### src/rtl/input_port_buffer.sv
// input_port_buffer: per-port ingress stage of the 8x8 router.
// Parses the header word of each line-side frame for its destination port,
// drops frames addressed beyond port 7, and buffers payload words tagged with
// their destination in a show-ahead FIFO that the switch fabric pops.
//
// Ports:
//   clock, reset         sole clock; synchronous active-high reset
//   din, valid_i         line-side word and its qualifier
//   sof_i, eof_i         header / last-word markers for the current word
//   ready_o              din is consumed on a cycle with valid_i & ready_o
//   rd_en                fabric pops the head entry
//   fifo_data_out        head payload word, 0 when empty
//   fifo_empty           no entry stored
//   addr_from_input      destination of the head word, 0 when empty
//   drop_count           frames dropped for invalid destination, saturating
module input_port_buffer #(
  parameter int unsigned DATA_WIDTH = 32,
  parameter int unsigned ADDR_WIDTH = 4,
  parameter int unsigned DEPTH      = 16
) (
  input  logic                  clock,
  input  logic                  reset,
  input  logic [DATA_WIDTH-1:0] din,
  input  logic                  valid_i,
  input  logic                  sof_i,
  input  logic                  eof_i,
  output logic                  ready_o,
  input  logic                  rd_en,
  output logic [DATA_WIDTH-1:0] fifo_data_out,
  output logic                  fifo_empty,
  output logic [ADDR_WIDTH-1:0] addr_from_input,
  output logic [7:0]            drop_count
);

  localparam int unsigned PTR_W   = $clog2(DEPTH);
  localparam int unsigned CNT_W   = PTR_W + 1;
  localparam int unsigned ENTRY_W = ADDR_WIDTH + DATA_WIDTH;

  typedef enum logic [1:0] {
    S_IDLE,
    S_PAYLOAD,
    S_DROP
  } state_t;

  state_t                  state, state_nxt;
  logic [ADDR_WIDTH-1:0]   cur_addr, cur_addr_nxt;
  logic [ENTRY_W-1:0]      mem [DEPTH];
  logic [PTR_W-1:0]        wr_ptr, rd_ptr;
  logic [CNT_W-1:0]        count;
  logic                    full_c;
  logic                    wr_c;
  logic                    rd_c;
  logic                    drop_inc_c;

  // Full comes from the registered count only, so ready_o never depends on rd_en.
  assign full_c = (count == CNT_W'(DEPTH));
  assign rd_c   = rd_en && (count != '0);

  // Framing FSM: header parsing, payload write enable and drop detection.
  always_comb begin
    state_nxt    = state;
    cur_addr_nxt = cur_addr;
    ready_o      = 1'b1;
    wr_c         = 1'b0;
    drop_inc_c   = 1'b0;

    if (state == S_PAYLOAD) begin
      ready_o = !full_c;
    end

    if (valid_i && ready_o) begin
      if (sof_i) begin
        // Any sof word is a new header; an open frame is simply truncated.
        cur_addr_nxt = din[ADDR_WIDTH-1:0];
        if (din[3]) begin
          drop_inc_c = 1'b1;
          state_nxt  = eof_i ? S_IDLE : S_DROP;
        end else begin
          state_nxt  = eof_i ? S_IDLE : S_PAYLOAD;
        end
      end else begin
        case (state)
          S_PAYLOAD: begin
            wr_c = 1'b1;
            if (eof_i) state_nxt = S_IDLE;
          end
          S_DROP: begin
            if (eof_i) state_nxt = S_IDLE;
          end
          default: begin
            // Stray word outside a frame: discarded.
          end
        endcase
      end
    end
  end

  // Control state, pointers, occupancy and drop counter.
  always_ff @(posedge clock) begin
    if (reset) begin
      state      <= S_IDLE;
      cur_addr   <= '0;
      wr_ptr     <= '0;
      rd_ptr     <= '0;
      count      <= '0;
      drop_count <= '0;
    end else begin
      state    <= state_nxt;
      cur_addr <= cur_addr_nxt;
      if (wr_c) wr_ptr <= wr_ptr + PTR_W'(1);
      if (rd_c) rd_ptr <= rd_ptr + PTR_W'(1);
      case ({wr_c, rd_c})
        2'b10:   count <= count + CNT_W'(1);
        2'b01:   count <= count - CNT_W'(1);
        default: count <= count;
      endcase
      if (drop_inc_c && (drop_count != 8'hFF)) drop_count <= drop_count + 8'd1;
    end
  end

  // Entry storage; contents are invalidated by the cleared count, not by reset.
  always_ff @(posedge clock) begin
    if (wr_c) mem[wr_ptr] <= {cur_addr, din};
  end

  // Show-ahead head, forced to zero while empty.
  assign fifo_empty      = (count == '0);
  assign fifo_data_out   = fifo_empty ? '0 : mem[rd_ptr][DATA_WIDTH-1:0];
  assign addr_from_input = fifo_empty ? '0 : mem[rd_ptr][ENTRY_W-1:DATA_WIDTH];

endmodule

### config.mk
export PLATFORM = sky130hd
export DESIGN_NAME = input_port_buffer
export DESIGN_NICKNAME = d
export VERILOG_FILES = /design/src/rtl/input_port_buffer.sv
export SDC_FILE = /design/constraint.sdc
export NUM_CORES = 1
export LEC_CHECK = 0
export CELL_PAD_IN_SITES_DETAIL_PLACEMENT = 0
export CELL_PAD_IN_SITES_GLOBAL_PLACEMENT = 1
export CORE_MARGIN = 5
export CORE_UTILIZATION = 57
export CTS_CLUSTER_SIZE = 40
export DETAILED_ROUTE_END_ITERATION = 10
export HOLD_SLACK_MARGIN = 0.03
export PLACE_DENSITY_LB_ADDON = 0.1
export SLEW_MARGIN = 20
export SYNTH_ARGS = -nofsm -noshare
export SYNTH_HDL_FRONTEND = slang
export SYNTH_SLANG_ARGS = --single-unit
### constraint.sdc
create_clock -name clock -period 10.9 [get_ports clock]
set_clock_uncertainty 0.2 [all_clocks]
set_input_delay 1.635 -clock clock [delete_from_list [all_inputs] [get_ports clock]]
set_output_delay 1.635 -clock clock [all_outputs]
set_load 0.02 [all_outputs]
**After elaboration in Yosys (flattened, before gate mapping)**

Memory sizes are Yosys's and may differ from the RTL's. A register that Yosys moved wholly into a read port is not among the register bits.
Cells that the tools add are included.

- Output and inout bits: 46
- ROM bits: 0
- Memory bits (writable): 576
- Input port bits: 38
- Memories kept: 1
- Bits in registers: 27
- Latch bits: 0

- Muxes and demuxes: 20
- Div/mod/pow operators: 0
- Eq/ne operators: 6
- Reductions and logical operators: 12
- $add $sub $neg: 5
- Multiply operators: 0
- Magnitude comparators: 0
- Shift-type cells: 0
- Bitwise logic cells: 0

Memory list:

| name | words | bits a word | rd ports | clocked after memory_dff | wr ports | RTL line | text |
|---|---|---|---|---|---|---|---|
| mem | 16 | 36 | 1 | 1 | 1 | 47 | `logic [ENTRY_W-1:0] mem [DEPTH];` |

Operators with widths:

| kind | count |
|---|---|
| two-way mux 32 bit | 1 |
| two-way mux 4 bit | 3 |
| two-way mux 1 bit | 10 |
| two-way mux 2 bit | 5 |
| one-hot mux 5 bit (2 select lines) | 1 |
| adder 4 x 1 -> 4 bit, second input constant | 2 |
| adder 8 x 1 -> 8 bit, second input constant | 1 |
| != test 8 bit, second input constant | 1 |
| nonzero test 2 bit | 3 |
| adder 5 x 1 -> 5 bit, second input constant | 1 |
| equality test 5 bit, second input constant | 1 |
| zero test 5 bit | 1 |
| nonzero test 5 bit | 1 |
| subtractor 5 x 1 -> 5 bit, second input constant | 1 |
| equality test 2 x 1 -> 1 bit, second input constant | 2 |
| equality test 2 bit, second input constant | 2 |
| logical AND 1 bit | 3 |
| AND reduction 3 bit | 1 |
| AND reduction 2 bit | 1 |
| OR reduction 2 bit | 1 |
| zero test 1 bit | 1 |

**Logic depth before layout (Yosys ltp)**

- Word-level depth: 7
- Depth in mapped cells: 13

**Worst setup path before layout**

OpenSTA, ideal clock, no wires.

- Kind: input-to-reg
- From: input port sof_i
- To: memory mem[3][0] (netlist name) (enable)
- Slack: 5710 ps
- Buffers on the path: 0
- Stages on the path: 3
- Required time: 10226 ps
- Arrival time: 4516 ps
- Cells stage by stage: and4b_1 o21ai_0 nor3_1

- Word-level cells in the longest chain between the ends: 4

RTL lines:

| element | RTL line | text |
|---|---|---|
| start, declared | 25 | `input logic sof_i,` |
| two-way mux 1 bit | 72 | `if (sof_i) begin` |
| two-way mux 1 bit | 71 | `if (valid_i && ready_o) begin` |
| two-way mux 1 bit | 123 | `if (wr_c) mem[wr_ptr] <= {cur_addr, din};` |
| two-way mux 1 bit (implied by the code) | 123 |  |
| end, declared | 47 |  |

No other way between the ends.

==> results.md <==
* Status: complete, no violations
* Most frequent cells in the layout: edfxtp_1 (576), mux4_2 (144), clkdlybuf4s50_1 (83)
* Maximum fanout along the worst path at 98
* Worst-case register-to-register setup slack at 7.16 ns
* Worst IR drop on VDD at 0.142 mV
* Number of antenna violations at the first check in global routing at 1
* Clock latency of the later-clocked register in the worst-skew pair at 0.59 ns
* Net Switching at 0.912 mW
* Number of different library cells in the post-synthesis netlist at 57
* Number of buffers created by CTS at 59
* Count of cells along the worst register-to-register path at 10
* DP HPWL at 23.5 mm
* Die Y at 213 µm
* Hold-fix buffers, CTS at 0
* Worst stage delay on the critical path at 0.92 ns
* Top_reg_cell synth: edfxtp_1
* Critical register-to-register path endpoint: count[4]
* Synth Cell Area at 23500 µm²
* Number of nets produced by synthesis at 1118
* Number of gates given a new drive strength after cts at 0
* Clock edge transition at the registers on the reported setup and hold paths at 0.06 ns
* Peak Freq at 170 MHz
* Post-synthesis share of cell area spent on xor and xnor gates at 0.261%
* Number of warnings issued by yosys at 0
* Vias in the first global route at 11229
* # clock sinks at 607
* Vias after detailed routing at 10981
* Unrepaired setup endpoints after global routing: false
* Number of search-and-repair iterations in the first detailed-routing pass at 5
* Part of the Yosys area used for sequential elements at 76.3%
* Hold Path End: state[1]
* Final Instance Count excl. Fillers at 1764
* H-tree levels at 2
* Residual DRC count at 0
* WHS Path Cells at 1
* Maximum clock path buffer count at 3
* GRT overflow at 0
* Leading post-synthesis cells by cell area: edfxtp_1 (74%), mux4_2 (14%), dfxtp_1 (2.6%)
* Die extent in x at 213 µm
* RD Place Congestion at 0.714
* Global-route wire length before repair at 72.0 mm
* Worst-case hold slack at 0.294 ns
* Diode insertion count for antenna repair at 0
* Largest family of logic cells by synthesized area: multiplexers
* Clk pwr share at 42.0%
* Number of synthesized flops with an enable pin at 576
* Comb power frac at 3.2%
* MaxCap Viol Count at 0
* Most common cell after layout, fill and taps aside: edfxtp_1
* Placed Cells incl. Taps at 1655
* Minimum clock period after layout at 5.87 ns
* Post-route ant nets at 0
* Fraction of final layout cells with drive strength greater than 1 at 25.6%
* Layout-stage area growth over the synthesis result at 14.4%
* TritonCTS clock tree: built
* Number of buffers inserted by post-CTS setup repair at 0
* Compound-gate portion of the synthesized area at 2.89%
* Total power per unit cell area at 174 nW/µm²
* Worst Min Path Start: state[1]
* Synth top area share at 73.6%
* Boundary pin count at 84
* Average routed wire per standard cell at 27.4 µm
* Relative slew margins at 41.6%
* DRT iter0 DRCs at 945
* Port Buffer Count at 83
* Cell at the slowest stage of the critical path: dfxtp_4
* Routed via count divided by cell count at 6.23
* Root buf cell: clkbuf_16
* Wirelength, routed at 48.4 mm
* Final design utilization at 65.8%
* Internal power at 3.76 mW
* Accumulated negative setup slack at 0 ns
* Min-Delay Path Class: register to register
* Final-report hold violation count at 0
* Maximum number of pins on one net before global-route repair at 99
* Data arrival, critical path at 4.04 ns
* Critical path data required time at 9.07 ns
* Ordered cell list for the critical path: buf_12, mux4_2, mux2_2, a221o_1, clkdlybuf4s50_1
* Leakage power of the design at 8.23 nW
* Simple logic cell fraction of the synthesized area at 2.95%
* Overall power of the completed layout at 4.67 mW
* Area of the core at 40800 µm²
* Multiplexer share of the synthesized area at 15.8%
* Synthesized area per cell at 22.0 µm²
* Final max-slew violation count at 0
* RR Startpoint: count[1]
* Worst setup EP type: primary output
* Count of nets after finishing at 1234
* Adder-Cell Fraction of Synth Area at 0.586%
* Number of flip-flops and latches in the synthesized netlist at 607
* Element type at the critical path start: register
* Total setup violations reported at the end of the flow at 0
* Share of the clock period used by the worst path after layout at 53.9%
* Setup Crit Path Kind: register to primary output
* Die Footprint at 45400 µm²
* Library cell with the largest summed area after synthesis: edfxtp_1
* Number of cells produced by synthesis at 1069
* Async set or reset register ratio after synthesis at 0%
* Sequential power share at 54.8%
* Num rows at 74
* Measured slew at the worst slew-check pin at 0.876 ns
* Initial standard-cell utilization of the core at 57.5%
* All-layer global routing usage at 21.8%
* Sw frac at 19.5%
==> power groups by stage <==
stage	clock network, mW	logic (mW)	registers, mW
after global placement	0	0.146	2.61
after floorplan	0	0.0783	2.61
final	1.96	0.148	2.56
after global routing	2.11	0.159	2.56
after CTS	2.00	0.149	2.56
after detailed placement	0	0.149	2.61
==> worst max path at each step <==
| stage | start | endpoint | slack (ns) | cells past startpoint |
|---|---|---|---|---|
| 2_1_floorplan | sof_i | mem[3][0] | 5.71 | 3 |
| 3_3_place_gp | register | addr_from_input[2] | 5.57 | 5 |
| 3_5_place_dp | register | fifo_data_out[31] | 5.58 | 5 |
| 4_1_cts | register | fifo_data_out[31] | 4.93 | 5 |
| 5_1_grt | register | fifo_data_out[31] | 4.81 | 5 |
| 6_report | register | fifo_data_out[3] | 5.03 | 5 |
==> cells in the mapped netlist, types with 6 or more instances <==
| master | number |
|---|---|
| mux2_2 | 36 |
| mux4_2 | 144 |
| nor2b_1 | 41 |
| a21oi_1 | 9 |
| edfxtp_1 | 576 |
| o21ai_0 | 11 |
| mux2i_1 | 6 |
| nor2_1 | 15 |
| clkbuf_1 | 18 |
| nand3_1 | 6 |
| ha_1 | 11 |
| or3_1 | 6 |
| buf_1 | 11 |
| a221o_1 | 36 |
| inv_1 | 10 |
| nand2_1 | 7 |
| and3_1 | 14 |
| dfxtp_1 | 31 |
| buf_2 | 21 |
==> layer usage <==
metal / GRT usage [%] / up-vias / wire length (µm)
met5: 0 / - / 7
met4: 5.21 / 2 / 850
met3: 3.23 / 57 / 2540
met2: 34.6 / 293 / 23900
met1: 32.7 / 5872 / 21100
li1: - / 4757 / -
==> layout make-up <==
type | instances | area, µm²
Sequential cell | 607 | 17900
Fill cell | 2676 | 14000
Multi-Input combinational cell | 398 | 5330
Clock buffer | 77 | 1550
Timing Repair Buffer | 109 | 1050
Tap cell | 532 | 666
Clock inverter | 31 | 303
Inverter | 10 | 37.5
==> registers in the layout, indices dropped and copies added (netlist names), named ones only <==
register	count
count	5
wr_ptr	4
drop_count	8
state	2
rd_ptr	4
mem	576
cur_addr	4
==> through the flow <==
step	setup WS (ns)	area, µm²
finish	5.03	26900
global placement	5.57	25000
CTS	4.93	26800
floorplan	5.71	23500
detailed placement	5.58	25000
global route	4.81	26900
==> logic make-up (layout without fill, tap and decap cells) <==
family                     count (synthesis)  in the layout
muxes                                    186            186
xor gates and xnor gates                   7              7
adders and majority gates                 11             11
and+or+nand+nor                          116            116
buffers and inverters                     64            227
DFF                                      607            607
AOI/OAI and AO/OA                         78             78
==> critical path: cells and delay by family (launching register included) <==
kind / cells / cell delay [ns]
flip-flops: 1 / 0.92
buffers and inverters: 2 / 1.17
multiplexers: 2 / 0.89
AO/OA/AOI/OAI: 1 / 0.34
(Power assumes the default switching activity.)
==> RTL edit 1, RTL diff (config.mk and constraints unchanged) <==
One comparison of `count` changes from == to >=.
--- a/src/rtl/input_port_buffer.sv
+++ b/src/rtl/input_port_buffer.sv
@@ -53,7 +53,7 @@
   logic                    drop_inc_c;
 
   // Full comes from the registered count only, so ready_o never depends on rd_en.
-  assign full_c = (count == CNT_W'(DEPTH));
+  assign full_c = (count >= CNT_W'(DEPTH));
   assign rd_c   = rd_en && (count != '0);
 
   // Framing FSM: header parsing, payload write enable and drop detection.
Function: no difference found for any inputs over 4 cycles, from zero or initial values and one cycle with reset high; that may be too few to reach the edited logic, so the function may still have changed.
==> RTL edit 1 against the original RTL <==
Count of clock-buffer cells in the layout down 1; global-route usage down 0.53 points; critical path depth did not move; sequential cell count unchanged; sequential share of layout area increased by 0.10 points; power fell by 1.2%; design area decreased by 0.15%; wire length down 3.7%; die area shrank 0.11%; worst setup slack worse by 0.034 ns; area after synthesis shrank 0.12%; non-clock buffer count unchanged; first-iteration DRC count rose by 7.8%; critical path type unchanged; largest cell class unchanged.
==> RTL edit 1: results (changes against the original RTL) <==
metric;value;unit;change
status;completed;;
final_nets;1238;;+0.32%
crit_fanout;102;;+4.1%
grt_pass1_vias;11362;;+1.2%
syn-num-nets;1125;;+0.63%
yosys.area_share.xor_xnor;0.003360;;+0.0007497
crit_type;reg2out;;
drive_above_1_share;0.2500;;-0.005682
n_antenna_cell;0;;unchanged
min_from;state[0];;
syn_avg_cell_area;21.80;um2;-0.77%
synth_area_leaders;edfxtp_1 74%, mux4_2 14%, dfxtp_1 2.6%, mux2_2 1.8%, a221o_1 1.5%;;
grt_max_degree;103;;+4.0%
grt_usage;0.2122;;-0.005340
leakagePower;8.168;nW;-0.71%
via_per_inst;6.174;;-0.82%
muxShareOfSynthArea;0.1586;;+0.0007185
grt_first_pass_wirelength;71070;um;-1.3%
clock_path_buffers;3;;unchanged
antenna_found_initial;1;;unchanged
gp_congestion;0.7574;;+6.1%
arrival;4.07;ns;+0.03 ns
drt_iter0_drc;1019;;+7.8%
max_slew_margin;0.3701;;-0.04569
synthAdderAreaFrac;0.005866;;+0.000006875
synth_compound_area_frac;0.02395;;-0.004926
power.switching;902.5;uW;-1.1%
yosysSeqAreaShare;0.7637;;+0.0008950
synth_common_cells;576 x edfxtp_1, 144 x mux4_2, 41 x nor2b_1;;
vdd_drop_max;0.1568;mV;+11%
wl;46650;um;-3.7%
io_buffers;83;;unchanged
yosysUniqueCellTypes;45;;-21%
placed_cells;1660;;+0.30%
place_hpwl;24660;um;+5.0%
[RTL edit 1: stage by stage]
stage,setup WS [ns],utilization,total power [mW],area [um2]
floorplan,5.397,-,2.680,23460
global placement,5.658,0.6137,2.751,25000
detailed placement,5.659,0.6141,2.755,25020
CTS,4.985,0.6585,4.659,26830
global route,4.825,0.6585,4.767,26830
finish,4.991,0.6585,4.618,26830
[RTL edit 1: critical path, stage by stage (launching register included)]
cell and delay [ns]:
dfxtp_4 0.85, buf_12 0.58, mux4_2 0.58, mux2_2 0.31, a221o_1 0.34, clkdlybuf4s50_1 0.55
[RTL edit 1: path summary, 6_finish.rpt]
path                      endpoint  slack (ns)  cells past startpoint
setup / recovery  fifo_data_out[1]        4.99                      5
hold / removal            state[0]        0.27                      2
setup reg to reg          count[4]        7.50                      9
hold reg to reg           state[0]        0.27                      2
[RTL edit 1: layout make-up]
type | instances | area, um2
sequential | 607 | 17930
fill | 2693 | 13910
multi-input combinational | 405 | 5350
clock buffer | 76 | 1562
timing repair buffer | 109 | 1046
tap | 532 | 665.6
clock inverter | 28 | 249.0
inverter | 7 | 26.28
[RTL edit 1: power by group through the flow]
stage | clock network, mW | logic, mW | registers, mW
after global routing | 2.05 | 0.153 | 2.56
after detailed placement | 0 | 0.144 | 2.61
after floorplan | 0 | 0.0752 | 2.61
final | 1.91 | 0.143 | 2.56
after CTS | 1.95 | 0.145 | 2.56
after global placement | 0 | 0.140 | 2.61
[RTL edit 1: per-layer routing]
metal / share of wire / wire (um) / up-vias / GRT usage
li1: - / - / 4728 / -
met1: 0.44 / 20560 / 5781 / 0.3270
met2: 0.48 / 22320 / 327 / 0.3278
met3: 0.065 / 3040 / 53 / 0.03585
met4: 0.015 / 716 / 2 / 0.04833
met5: 0.00019 / 9 / - / 0
[RTL edit 1: cell families (layout without fill, tap and decap cells)]
logic type,after synthesis,after routing
DFF,607,607
muxes,187,187
and+or+nand+nor,131,131
AOI/OAI and AO/OA,67,67
buffers and inverters,64,220
adders and majority gates,11,11
xor gates and xnor gates,9,9
==> RTL edit 2, RTL diff (same settings) <==
Made on the original files. Set the parameter `DATA_WIDTH` to 48 (it was 32).
--- a/src/rtl/input_port_buffer.sv
+++ b/src/rtl/input_port_buffer.sv
@@ -14,7 +14,7 @@
 //   addr_from_input      destination of the head word, 0 when empty
 //   drop_count           frames dropped for invalid destination, saturating
 module input_port_buffer #(
-  parameter int unsigned DATA_WIDTH = 32,
+  parameter int unsigned DATA_WIDTH = 48,
   parameter int unsigned ADDR_WIDTH = 4,
   parameter int unsigned DEPTH      = 16
 ) (
Ports: changed (resized din and fifo_data_out); port bits go from 84 to 116. No check against the original RTL was run, so the function may have changed too.
==> RTL edit 2 against the original RTL <==
Power is 43% higher; area after synthesis is 41% higher; count of clock-buffer cells in the layout is 31 higher; die area is 39% higher; sequential cell count is 256 higher; design area is 41% higher; wire length is 46% higher; worst setup slack worse by 0.23 ns; sequential share of layout area is 0.85 points higher.
==> RTL edit 2: results (changes against the original RTL) <==
metric;value;unit;change
bufAreaShareNonClock;0.03604;;-0.003074
yosysSeqAreaShare;0.7715;;+0.008672
muxShareOfSynthArea;0.1606;;+0.002711
drive_above_1_share;0.2539;;-0.001817
seqCellArea;0.02562;mm2;+43%
cpMaxStageDelayCell;buf_4;;
yosysUniqueCellTypes;50;;-12%
crit_fanout;112;;+14%
final_nets;1683;;+36%
nClkBuffers;108;;+40%
status;completed;;
dp_slack;5.318;ns;-0.2581 ns
n_fill_cell;3816;;+43%
synth_common_cells;832 x edfxtp_1, 208 x mux4_2, 58 x nor2b_1;;
p_int;5.358;mW;+43%
multi_input_cells;514;;+29%
final_cell_area;0.03791;mm2;+41%
arrival;4.27;ns;+0.23 ns
grt_pass1_vias;16353;;+46%
grt_first_pass_wirelength;106200;um;+47%
via_per_inst;6.317;;+1.5%
syn_avg_cell_area;22.64;um2;+3.0%
r2r_slack;7.32;ns;+0.16 ns
wl;70620;um;+46%
holdWs;0.2891;ns;-0.004561 ns
grt_max_degree;113;;+14%
grt_usage;0.2273;;+0.009735
syn-num-nets;1531;;+37%
-- RTL edit 2: metal layers --
metal	wire length, um	GRT usage	vias up
li1	-	-	6555
met1	30470	0.3388	8356
met2	34790	0.3663	494
met3	4373	0.03704	76
met4	959	0.04943	2
met5	13	0	-
-- RTL edit 2: critical path, delay by kind of cell (launching register included) --
kind	cells	cell delay, ns
buffers and inverters	3	1.97
muxes	2	0.87
AOI/OAI and AO/OA	1	0.38
DFF	1	0.35
-- RTL edit 2: final timing paths --
check	endpoint	start	cells after the start
max	fifo_data_out[47]	flop	6
min	state[1]	state[1]	1
max reg2reg	count[4]	count[0]	10
min reg2reg	state[1]	state[1]	1
-- RTL edit 2: power groups by stage --
stage / sequential [mW] / combinational (mW) / clock [mW]
2_1_floorplan: 3.71 / 0.107 / 0
3_3_place_gp: 3.72 / 0.204 / 0
3_5_place_dp: 3.72 / 0.208 / 0
4_1_cts: 3.65 / 0.209 / 2.86
5_1_grt: 3.64 / 0.221 / 3.02
6_report: 3.65 / 0.207 / 2.81
